--- src/rtl/hub_norm_arbiter.sv ---
// Round-robin normalizer shared by two FP HUB adder requesters: drives one external LZA,
// left-normalizes the sum with a one-step under-count fix. Define HUB_NORM_STATS_EN for fix/uflow counters.
module hub_norm_arbiter #(
  parameter int M  = 24,
  parameter int E  = 8,
  parameter int SW = $clog2(M+1)
) (
  input  logic              clk,
  input  logic              rst_n,
  input  logic [1:0]        req_valid,
  output logic [1:0]        req_ready,
  input  logic [2*(M+1)-1:0] req_a,
  input  logic [2*(M+1)-1:0] req_b,
  input  logic [2*(M+1)-1:0] req_sum,
  input  logic [2*E-1:0]    req_exp,
  output logic [M:0]        lza_a,
  output logic [M:0]        lza_b,
  input  logic [SW-1:0]     lza_shift,
  output logic              out_valid,
  input  logic              out_ready,
  output logic              out_id,
  output logic [M:0]        out_mant,
  output logic [E-1:0]      out_exp,
  output logic              out_zero,
  output logic              out_uflow
`ifdef HUB_NORM_STATS_EN
  ,
  output logic [15:0]       fix_cnt,
  output logic [15:0]       uflow_cnt
`endif
);

  typedef enum logic [2:0] {ST_IDLE, ST_LZA, ST_SHIFT, ST_FIX, ST_HOLD} state_t;

  state_t            state_reg;
  logic              ptr_reg;
  logic              id_reg;
  logic              zero_reg;
  logic [M:0]        a_reg, b_reg, sum_reg, mant_reg;
  logic [E-1:0]      exp_reg;
  logic [SW-1:0]     s_reg;
  logic signed [E:0] exp_tmp_reg;

  logic              out_valid_reg, out_id_reg, out_zero_reg, out_uflow_reg;
  logic [M:0]        out_mant_reg;
  logic [E-1:0]      out_exp_reg;

  logic [M:0]        a_in   [2];
  logic [M:0]        b_in   [2];
  logic [M:0]        sum_in [2];
  logic [E-1:0]      exp_in [2];

  genvar gi;
  generate
    for (gi = 0; gi < 2; gi++) begin : g_unpack
      assign a_in[gi]   = req_a[gi*(M+1) +: (M+1)];
      assign b_in[gi]   = req_b[gi*(M+1) +: (M+1)];
      assign sum_in[gi] = req_sum[gi*(M+1) +: (M+1)];
      assign exp_in[gi] = req_exp[gi*E +: E];
    end
  endgenerate

  // Pointer holder wins if valid; otherwise the other requester. Pointer only moves on accept.
  logic [1:0] grant;
  always_comb begin
    grant = 2'b00;
    if (req_valid[ptr_reg])
      grant[ptr_reg] = 1'b1;
    else if (req_valid[~ptr_reg])
      grant[~ptr_reg] = 1'b1;
  end

  logic gnt_id, accept;
  assign gnt_id    = grant[1];
  assign accept    = (state_reg == ST_IDLE) && (grant != 2'b00);
  assign req_ready = (rst_n && state_reg == ST_IDLE) ? grant : 2'b00;

  assign lza_a = (state_reg == ST_LZA) ? a_reg : '0;
  assign lza_b = (state_reg == ST_LZA) ? b_reg : '0;

  logic [SW-1:0]     s_lim;
  logic [M:0]        shifted;
  logic signed [E:0] exp_ext, s_ext;
  logic              uflow_cond;

  assign s_lim      = (lza_shift > SW'(M)) ? SW'(M) : lza_shift;
  assign shifted    = sum_reg << s_reg;
  assign exp_ext    = {1'b0, exp_reg};
  assign s_ext      = {{(E+1-SW){1'b0}}, s_reg};
  // exp <= s is equivalent to the running exp - s being zero or negative
  assign uflow_cond = exp_tmp_reg[E] || (exp_tmp_reg == '0);

  always_ff @(posedge clk or negedge rst_n) begin
    if (!rst_n) begin
      state_reg     <= ST_IDLE;
      ptr_reg       <= 1'b0;
      id_reg        <= 1'b0;
      zero_reg      <= 1'b0;
      a_reg         <= '0;
      b_reg         <= '0;
      sum_reg       <= '0;
      mant_reg      <= '0;
      exp_reg       <= '0;
      s_reg         <= '0;
      exp_tmp_reg   <= '0;
      out_valid_reg <= 1'b0;
      out_id_reg    <= 1'b0;
      out_zero_reg  <= 1'b0;
      out_uflow_reg <= 1'b0;
      out_mant_reg  <= '0;
      out_exp_reg   <= '0;
    end else begin
      case (state_reg)
        ST_IDLE: begin
          if (accept) begin
            a_reg     <= a_in[gnt_id];
            b_reg     <= b_in[gnt_id];
            sum_reg   <= sum_in[gnt_id];
            exp_reg   <= exp_in[gnt_id];
            id_reg    <= gnt_id;
            ptr_reg   <= ~gnt_id;
            zero_reg  <= (sum_in[gnt_id] == '0);
            state_reg <= (sum_in[gnt_id] == '0) ? ST_HOLD : ST_LZA;
          end
        end
        ST_LZA: begin
          s_reg     <= s_lim;
          state_reg <= ST_SHIFT;
        end
        ST_SHIFT: begin
          mant_reg    <= shifted;
          exp_tmp_reg <= exp_ext - s_ext;
          state_reg   <= shifted[M] ? ST_HOLD : ST_FIX;
        end
        ST_FIX: begin
          mant_reg    <= mant_reg << 1;
          s_reg       <= s_reg + 1'b1;
          exp_tmp_reg <= exp_tmp_reg - (E+1)'(1);
          state_reg   <= ST_HOLD;
        end
        ST_HOLD: begin
          // First HOLD cycle loads the result registers; they then stay put until the handshake.
          if (!out_valid_reg) begin
            out_valid_reg <= 1'b1;
            out_id_reg    <= id_reg;
            if (zero_reg) begin
              out_zero_reg  <= 1'b1;
              out_uflow_reg <= 1'b0;
              out_mant_reg  <= '0;
              out_exp_reg   <= '0;
            end else if (uflow_cond) begin
              out_zero_reg  <= 1'b0;
              out_uflow_reg <= 1'b1;
              out_mant_reg  <= '0;
              out_exp_reg   <= '0;
            end else begin
              out_zero_reg  <= 1'b0;
              out_uflow_reg <= 1'b0;
              out_mant_reg  <= mant_reg;
              out_exp_reg   <= exp_tmp_reg[E-1:0];
            end
          end else if (out_ready) begin
            out_valid_reg <= 1'b0;
            state_reg     <= ST_IDLE;
          end
        end
        default: state_reg <= ST_IDLE;
      endcase
    end
  end

  assign out_valid = out_valid_reg;
  assign out_id    = out_id_reg;
  assign out_mant  = out_mant_reg;
  assign out_exp   = out_exp_reg;
  assign out_zero  = out_zero_reg;
  assign out_uflow = out_uflow_reg;

`ifdef HUB_NORM_STATS_EN
  logic [15:0] fix_cnt_reg, uflow_cnt_reg;
  always_ff @(posedge clk or negedge rst_n) begin
    if (!rst_n) begin
      fix_cnt_reg   <= '0;
      uflow_cnt_reg <= '0;
    end else begin
      if (state_reg == ST_FIX && fix_cnt_reg != 16'hFFFF)
        fix_cnt_reg <= fix_cnt_reg + 16'd1;
      if (state_reg == ST_HOLD && !out_valid_reg && !zero_reg && uflow_cond &&
          uflow_cnt_reg != 16'hFFFF)
        uflow_cnt_reg <= uflow_cnt_reg + 16'd1;
    end
  end
  assign fix_cnt   = fix_cnt_reg;
  assign uflow_cnt = uflow_cnt_reg;
`endif

endmodule

--- config.mk ---
export PLATFORM = sky130hd
export DESIGN_NAME = hub_norm_arbiter
export DESIGN_NICKNAME = d
export VERILOG_FILES = /design/src/rtl/hub_norm_arbiter.sv
export SDC_FILE = /design/constraint.sdc
export NUM_CORES = 1
export LEC_CHECK = 0
export BUFFER_PORTS_ARGS = -buffer_cell sky130_fd_sc_hd__buf_2
export CORE_MARGIN = 3
export CORE_UTILIZATION = 48
export CTS_CLUSTER_DIAMETER = 50
export DETAILED_ROUTE_END_ITERATION = 10
export PLACE_DENSITY_LB_ADDON = 0.2
export SYNTH_ARGS = -nofsm -noshare
export SYNTH_HDL_FRONTEND = slang
export SYNTH_SLANG_ARGS = --single-unit
export TNS_END_PERCENT = 5
--- constraint.sdc ---
create_clock -name clk -period 2.8 [get_ports clk]
set_clock_uncertainty 0.2 [all_clocks]
set_input_delay 0.56 -clock clk [delete_from_list [all_inputs] [get_ports clk]]
set_output_delay 0.56 -clock clk [all_outputs]
set_load 0.05 [all_outputs]
Word-level counts from Yosys, hierarchy flattened:

Index checks and enable logic that the tools add are counted.

* input bits: 176
* logic and storage cells: 96
* bits in registers: 165

* shift-type cells: 1
* mux-type cells: 44
* bitwise logic cells: 4
* add/sub/neg operators: 3
* reductions and logical operators: 14
* equal/unequal tests: 7
* magnitude comparators: 6

Operators with widths (count)
* 25-bit two-way mux: 13
* 25-bit case mux with 2 select lines: 1
* 8-bit two-way mux: 5
* 25-bit logical NOT: 1
* 25-bit by 5-bit left shift with 25-bit output: 1
* 9-bit case mux with 2 select lines: 1
* 3-bit two-way mux: 5
* 3-bit case mux with 5 select lines: 1
* 1-bit two-way mux: 11
* 5-bit case mux with 2 select lines: 1
* 9-bit logical NOT: 1
* 8-bit by 5-bit subtractor with 9-bit output: 1
* 9-bit by 2-bit subtractor with 9-bit output (second input constant): 1
* 3-bit by 2-bit == test with 1-bit output (second input constant): 2
* 2-bit two-way mux: 3
* 2-bit inequality test (second input constant): 3
* 2-bit nonzero test: 3
* 5-bit by 1-bit adder with 5-bit output (second input constant): 1
* 5-bit > comparator (second input constant): 1
* 5-bit two-way mux: 1
* 1-bit logical AND: 4
* 1-bit by 2-bit less-than comparator with 1-bit output (second input constant): 2
* 2-bit AND reduction: 2
* 3-bit by 1-bit == test with 1-bit output (second input constant): 1
* 9 further kinds: 13

Longest topological paths before layout:

* depth in word-level cells: 15
* depth in mapped cells: 10
* depth with buffers taken out: 8

Worst setup path before layout:

OpenSTA, ideal clock, no wires.

* kind: input port to output port
* start point: input req_valid[0]
* end point: output req_ready[0]
* buffers on the path: 2
* stages on the path: 5
* data arrival time: 1928 ps
* data required time: 2040 ps
* path slack: 112 ps
* cells stage by stage: inv_1 > a21oi_1 > clkbuf_1 > clkbuf_1 > and3_1

* word-level cells in the longest chain between the ends: 5
* elaborated cells between the ends (all ways): 7
* those cells by class: 7 x mux

RTL lines
* start: declaration: line 10 `input logic [1:0] req_valid,`
* 1-bit two-way mux (implied by the code) (2 in series): line 69 `else if (req_valid[~ptr_reg])`
* 2-bit two-way mux: line 69
* 2-bit two-way mux (*): line 67 `if (req_valid[ptr_reg])`
* 2-bit two-way mux (*): line 76 `assign req_ready = (rst_n && state_reg == ST_IDLE) ? grant : 2'b00;`
* end: declaration: line 11 `output logic [1:0] req_ready,`

Every way passes the cells marked *; elsewhere a longest branch is shown, timed or not. The select of a mux whose other input is x is not followed.

Final worst setup path:

* start point: register state_reg[2]
* end point: output lza_a[22]

* word-level cells in the longest chain between the ends: 2

RTL lines
* start: declaration: line 35 `state_t state_reg;`
* start signal: assignment: line 123 `state_reg <= (sum_in[gnt_id] == '0) ? ST_HOLD : ST_LZA;`
* start signal: assignment: line 133 `state_reg <= shifted[M] ? ST_HOLD : ST_FIX;`
* 3-bit by 1-bit == test with 1-bit output: line 78 `assign lza_a = (state_reg == ST_LZA) ? a_reg : '0;`
* 25-bit two-way mux: line 78
* end: declaration: line 16 `output logic [M:0] lza_a,`

No other way between the ends.

==> impl_metrics.prom <==
# TYPE chip_impl_metric gauge
chip_impl_metric{name="synth_mux_area_share",unit="%"} 9.655
chip_impl_metric{name="grt_first_pass_wirelength",unit="mm"} 41.19
chip_impl_metric{name="postRouteWirelength",unit="mm"} 25.83
chip_impl_info{name="status",value="finished, final reports clean"} 1
chip_impl_metric{name="route.detailed.vias_per_inst",unit=""} 5.769
chip_impl_info{name="synth_area_leader_cell",value="sky130_fd_sc_hd__dfrtp_1"} 1
chip_impl_metric{name="preCtsSetupSlack",unit="ns"} 0.4360
chip_impl_metric{name="drt_pre_antenna_iters",unit=""} 5
chip_impl_info{name="synth.area.top_cells",value="sky130_fd_sc_hd__dfrtp_1 45%, sky130_fd_sc_hd__nand2_1 6.2%, sky130_fd_sc_hd__a22oi_1 4.8%, sky130_fd_sc_hd__o21ai_0 4.5%, sky130_fd_sc_hd__and2_1 3.6%"} 1
chip_impl_metric{name="async_flop_share",unit="%"} 100.0
chip_impl_metric{name="synth_enable_flop_cells",unit=""} 0
chip_impl_info{name="final_common_cell",value="sky130_fd_sc_hd__buf_2"} 1
chip_impl_metric{name="mean_cell_area_of_the_mapped_netlist",unit="um^2"} 9.506
chip_impl_metric{name="num_io_pins",unit=""} 265
chip_impl_metric{name="detailed_place_hpwl",unit="mm"} 18.98
chip_impl_info{name="cp_top_family",value="simple AND/OR/NAND/NOR gates"} 1
chip_impl_metric{name="numClockSinks",unit=""} 165
chip_impl_metric{name="postSynthRegisterBits",unit=""} 165
chip_impl_metric{name="yosysWarnings",unit=""} 0
chip_impl_metric{name="die-height",unit="um"} 143.7
chip_impl_metric{name="reg2reg_slack",unit="ns"} 0.38
chip_impl_info{name="mostFrequentLayoutCells",value="243 x sky130_fd_sc_hd__buf_2, 165 x sky130_fd_sc_hd__dfrtp_1, 151 x sky130_fd_sc_hd__nand2_1"} 1
chip_impl_metric{name="power.static_leakage",unit="nW"} 5.378
chip_impl_metric{name="power_report.internal_total",unit="W"} 0.007954
chip_impl_metric{name="synthesis.nets",unit=""} 1142
chip_impl_metric{name="synth_compound_gate_area_share",unit="%"} 21.63
chip_impl_metric{name="period_minus_slack",unit="ns"} 2.710
chip_impl_metric{name="simple_gate_fraction_of_synth_area",unit="%"} 17.11
chip_impl_metric{name="met1_resource_use_gr",unit="%"} 36.04
chip_impl_metric{name="routabilityCongestion",unit=""} 0.8747
chip_impl_metric{name="power_switching",unit="W"} 0.006821
chip_impl_metric{name="comb_power_share",unit="%"} 53.3
chip_impl_metric{name="fmax",unit="GHz"} 0.3690
chip_impl_metric{name="stdcell_count",unit=""} 1439
chip_impl_metric{name="chipWidth",unit="um"} 143.7
chip_impl_metric{name="die_area",unit="um^2"} 20640
chip_impl_metric{name="nFillCells",unit=""} 1586
chip_impl_metric{name="finalHoldViolCount",unit=""} 0
chip_impl_metric{name="power_per_cell_area",unit="nW/um^2"} 1300
chip_impl_metric{name="crit_required",unit="ns"} 2.04
chip_impl_metric{name="syn_inst",unit=""} 957
chip_impl_metric{name="initial_antenna_violation_count",unit=""} 1
chip_impl_metric{name="worst_path_largest_cell_delay",unit="ns"} 0.45
chip_impl_metric{name="clock_path_buffers",unit=""} 2
chip_impl_metric{name="maximum_fanout_count_along_the_critical_path",unit=""} 51
chip_impl_metric{name="globalRouteOverflowTotal",unit=""} 0
chip_impl_metric{name="synthAdderAreaFrac",unit="%"} 1.320
chip_impl_metric{name="core_area",unit="um^2"} 18270
chip_impl_metric{name="synthXorXnorAreaFrac",unit="%"} 0.1925
chip_impl_metric{name="finalCritPeriodShare",unit="%"} 96.79
chip_impl_metric{name="worstPathBufferInverterCount",unit=""} 2
chip_impl_metric{name="p_seq_share",unit="%"} 30.2
chip_impl_metric{name="nNetsFinal",unit=""} 1381
chip_impl_metric{name="p_clk_share",unit="%"} 16.6
chip_impl_metric{name="ant_nets",unit=""} 0
chip_impl_info{name="clock_tree.root_cell",value="sky130_fd_sc_hd__clkbuf_16"} 1
chip_impl_info{name="grt_setup_unrepaired",value="false"} 1
chip_impl_metric{name="post-cts-setup-buffers",unit=""} 0
chip_impl_info{name="global_route.peak_usage_layer",value="met2"} 1
chip_impl_metric{name="placementRows",unit=""} 49
chip_impl_info{name="tritoncts_clock_tree",value="yes"} 1
chip_impl_metric{name="gr-usage-met3",unit="%"} 6.023
chip_impl_metric{name="timing.final.ws_setup",unit="ns"} 0.08975
chip_impl_metric{name="drt-wirelength-per-cell",unit="um"} 17.95
chip_impl_metric{name="power_switching_share",unit="%"} 46.17
chip_impl_metric{name="critPathArrivalTime",unit="ns"} 1.95
chip_impl_metric{name="drc",unit=""} 0
chip_impl_metric{name="synthDominantCellAreaShare",unit="%"} 45.39
chip_impl_metric{name="cts.reportedPaths.clkPinSlew",unit="ns"} 0.06
chip_impl_metric{name="cap_violations",unit=""} 0
chip_impl_metric{name="irDropWorstVdd",unit="uV"} 556.8
chip_impl_metric{name="grt_pass1_vias",unit=""} 7871
chip_impl_metric{name="initial_utilization",unit="%"} 49.79
chip_impl_info{name="setup.worst_path.end_class",value="output pin"} 1
chip_impl_metric{name="netlist-cell-type-count",unit=""} 61
chip_impl_metric{name="insertion_delay",unit="ns"} 0.43
chip_impl_metric{name="dp.cells",unit=""} 1405
chip_impl_metric{name="timing_worst_slew_pin_value",unit="ns"} 0.9957
chip_impl_metric{name="dr_total_vias",unit=""} 8302
chip_impl_metric{name="slew-limit-headroom",unit="%"} 33.62
chip_impl_metric{name="fin_tns_setup",unit="ns"} 0
chip_impl_info{name="crit_path_start_kind",value="flop"} 1
chip_impl_metric{name="grt_start_max_net_pins",unit=""} 80
chip_impl_metric{name="synthToLayoutAreaGrowth",unit="%"} 24.95
chip_impl_metric{name="post_route_cells_drive_above_1_share",unit="%"} 29.80
chip_impl_metric{name="global_route.usage.total",unit="%"} 24.91
chip_impl_metric{name="timing_max_transition_violations_final",unit=""} 0
chip_impl_metric{name="port-buffer-count",unit=""} 264
chip_impl_metric{name="groute.layer.met2.usage",unit="%"} 38.32
chip_impl_metric{name="dr.first_iter.drc_count",unit=""} 608
chip_impl_metric{name="tritoncts.num_buffers",unit=""} 17
chip_impl_info{name="setup.worst_path.class",value="reg -> out"} 1
chip_impl_info{name="crit_path_max_delay_cell_type",value="sky130_fd_sc_hd__dfrtp_1"} 1
chip_impl_metric{name="synth.cell_area",unit="um^2"} 9097
chip_impl_metric{name="cts-htree-levels",unit=""} 4
chip_impl_metric{name="holdWs",unit="ns"} 0.1949
chip_impl_metric{name="synth-seq-area-share",unit="%"} 45.39
chip_impl_metric{name="final-setup-viol-count",unit=""} 0
chip_impl_info{name="crit_path_cell_trace",value="nand2b_2 > nor2_2 > buf_12 > and2_1 > buf_2"} 1
chip_impl_info{name="largest_family_of_logic_cells_by_synthesized_area",value="compound AO/OA/AOI/OAI gates"} 1
chip_impl_info{name="yosys_most_used_dff",value="sky130_fd_sc_hd__dfrtp_1"} 1
chip_impl_info{name="worstHoldPathType",value="in -> reg"} 1
-- worst paths after layout --
kind	from	endpoint	depth (start not counted)
hold / removal	lza_shift[1]	s_reg[1]$_DFFE_PN0P_	3
min in group asynchronous	rst_n	a_reg[16]$_DFFE_PN0P_	2
setup / recovery	state_reg[2]$_DFFE_PN0P_	lza_a[22]	5
setup reg to reg	s_reg[0]$_DFFE_PN0P_	mant_reg[18]$_DFFE_PN0P_	6
max in group asynchronous	rst_n	mant_reg[12]$_DFFE_PN0P_	3
hold reg to reg	b_reg[11]$_DFFE_PN0P_	b_reg[11]$_DFFE_PN0P_	2
-- per-stage QoR --
| step | area (um^2) | power [W] | util, % |
|---|---|---|---|
| 3_5_place_dp | 10680 | 0.01227 | 58.46 |
| 2_1_floorplan | 9097 | 0.01011 | - |
| 4_1_cts | 11310 | 0.01475 | 61.90 |
| 6_report | 11370 | 0.01477 | 62.22 |
| 3_3_place_gp | 10680 | 0.01212 | 58.46 |
| 5_1_grt | 11360 | 0.01582 | 62.19 |
-- Yosys cell counts, types with 7 or more instances --
cell type and instances:
sky130_fd_sc_hd__a22oi_1 58, sky130_fd_sc_hd__nand2b_1 8, sky130_fd_sc_hd__nand3_1 14, sky130_fd_sc_hd__clkbuf_1 54, sky130_fd_sc_hd__and2_1 52, sky130_fd_sc_hd__nor2_1 62
sky130_fd_sc_hd__ha_1 8, sky130_fd_sc_hd__nand2_1 151, sky130_fd_sc_hd__mux4_2 12, sky130_fd_sc_hd__o22ai_1 15, sky130_fd_sc_hd__a21oi_1 39, sky130_fd_sc_hd__nor4_1 12
sky130_fd_sc_hd__mux2_2 7, sky130_fd_sc_hd__dfrtp_1 165, sky130_fd_sc_hd__buf_2 9, sky130_fd_sc_hd__a22o_1 33, sky130_fd_sc_hd__a31oi_1 33, sky130_fd_sc_hd__mux2i_1 20
sky130_fd_sc_hd__mux4_1 12, sky130_fd_sc_hd__inv_1 15, sky130_fd_sc_hd__nor3_1 9, sky130_fd_sc_hd__o21ai_0 82
-- what timing repair did --
action                                  4_1_cts  5_1_grt
hold buffers                                  1        0
endpoints found under the setup margin        0       50
resized for setup                             0       21
endpoints found under the hold margin         7        0
-- layout make-up --
class	instances	area, um^2	share of cell area, %
clock inverter	10	147.6	1.299
inverter	17	63.81	0.5614
sequential	165	4129	36.32
antenna	2	5.005	0.04403
timing repair buffer	296	1683	14.80
tap	229	286.5	2.521
multi-input combinational	699	4582	40.31
clock buffer	21	470.5	4.139
-- power groups by stage --
stage | clock (W) | sequential, W | combinational (W)
2_1_floorplan | 0 | 0.00489 | 0.00523
3_5_place_dp | 0 | 0.00448 | 0.00779
6_report | 0.00245 | 0.00446 | 0.00787
3_3_place_gp | 0 | 0.00446 | 0.00767
5_1_grt | 0.00257 | 0.00463 | 0.00862
4_1_cts | 0.00247 | 0.00445 | 0.00783
-- logic make-up (layout without fill, tap and decap cells) --
group	Yosys count	after routing
AOI/OAI and AO/OA	301	301
DFF	165	165
xor gates and xnor gates	2	2
buffers and inverters	93	344
and+or+nand+nor	335	335
muxes	52	52
other	0	2
adders and majority gates	9	9
-- metal layers --
layer | vias to the layer above | part of all wire [%]
met2 | 310 | 47
li1 | 3979 | -
met3 | 31 | 6.3
met1 | 3980 | 46
met5 | - | 0.050
met4 | 2 | 1.3
-- tightest hold or removal path, delay by kind of cell --
family	cells	cell delay, ns
AO/OA/AOI/OAI	1	0.08
AND/OR/NAND/NOR	1	0.04
buffers and inverters	1	0.09
Note: power is estimated with default switching activity, not from simulation.
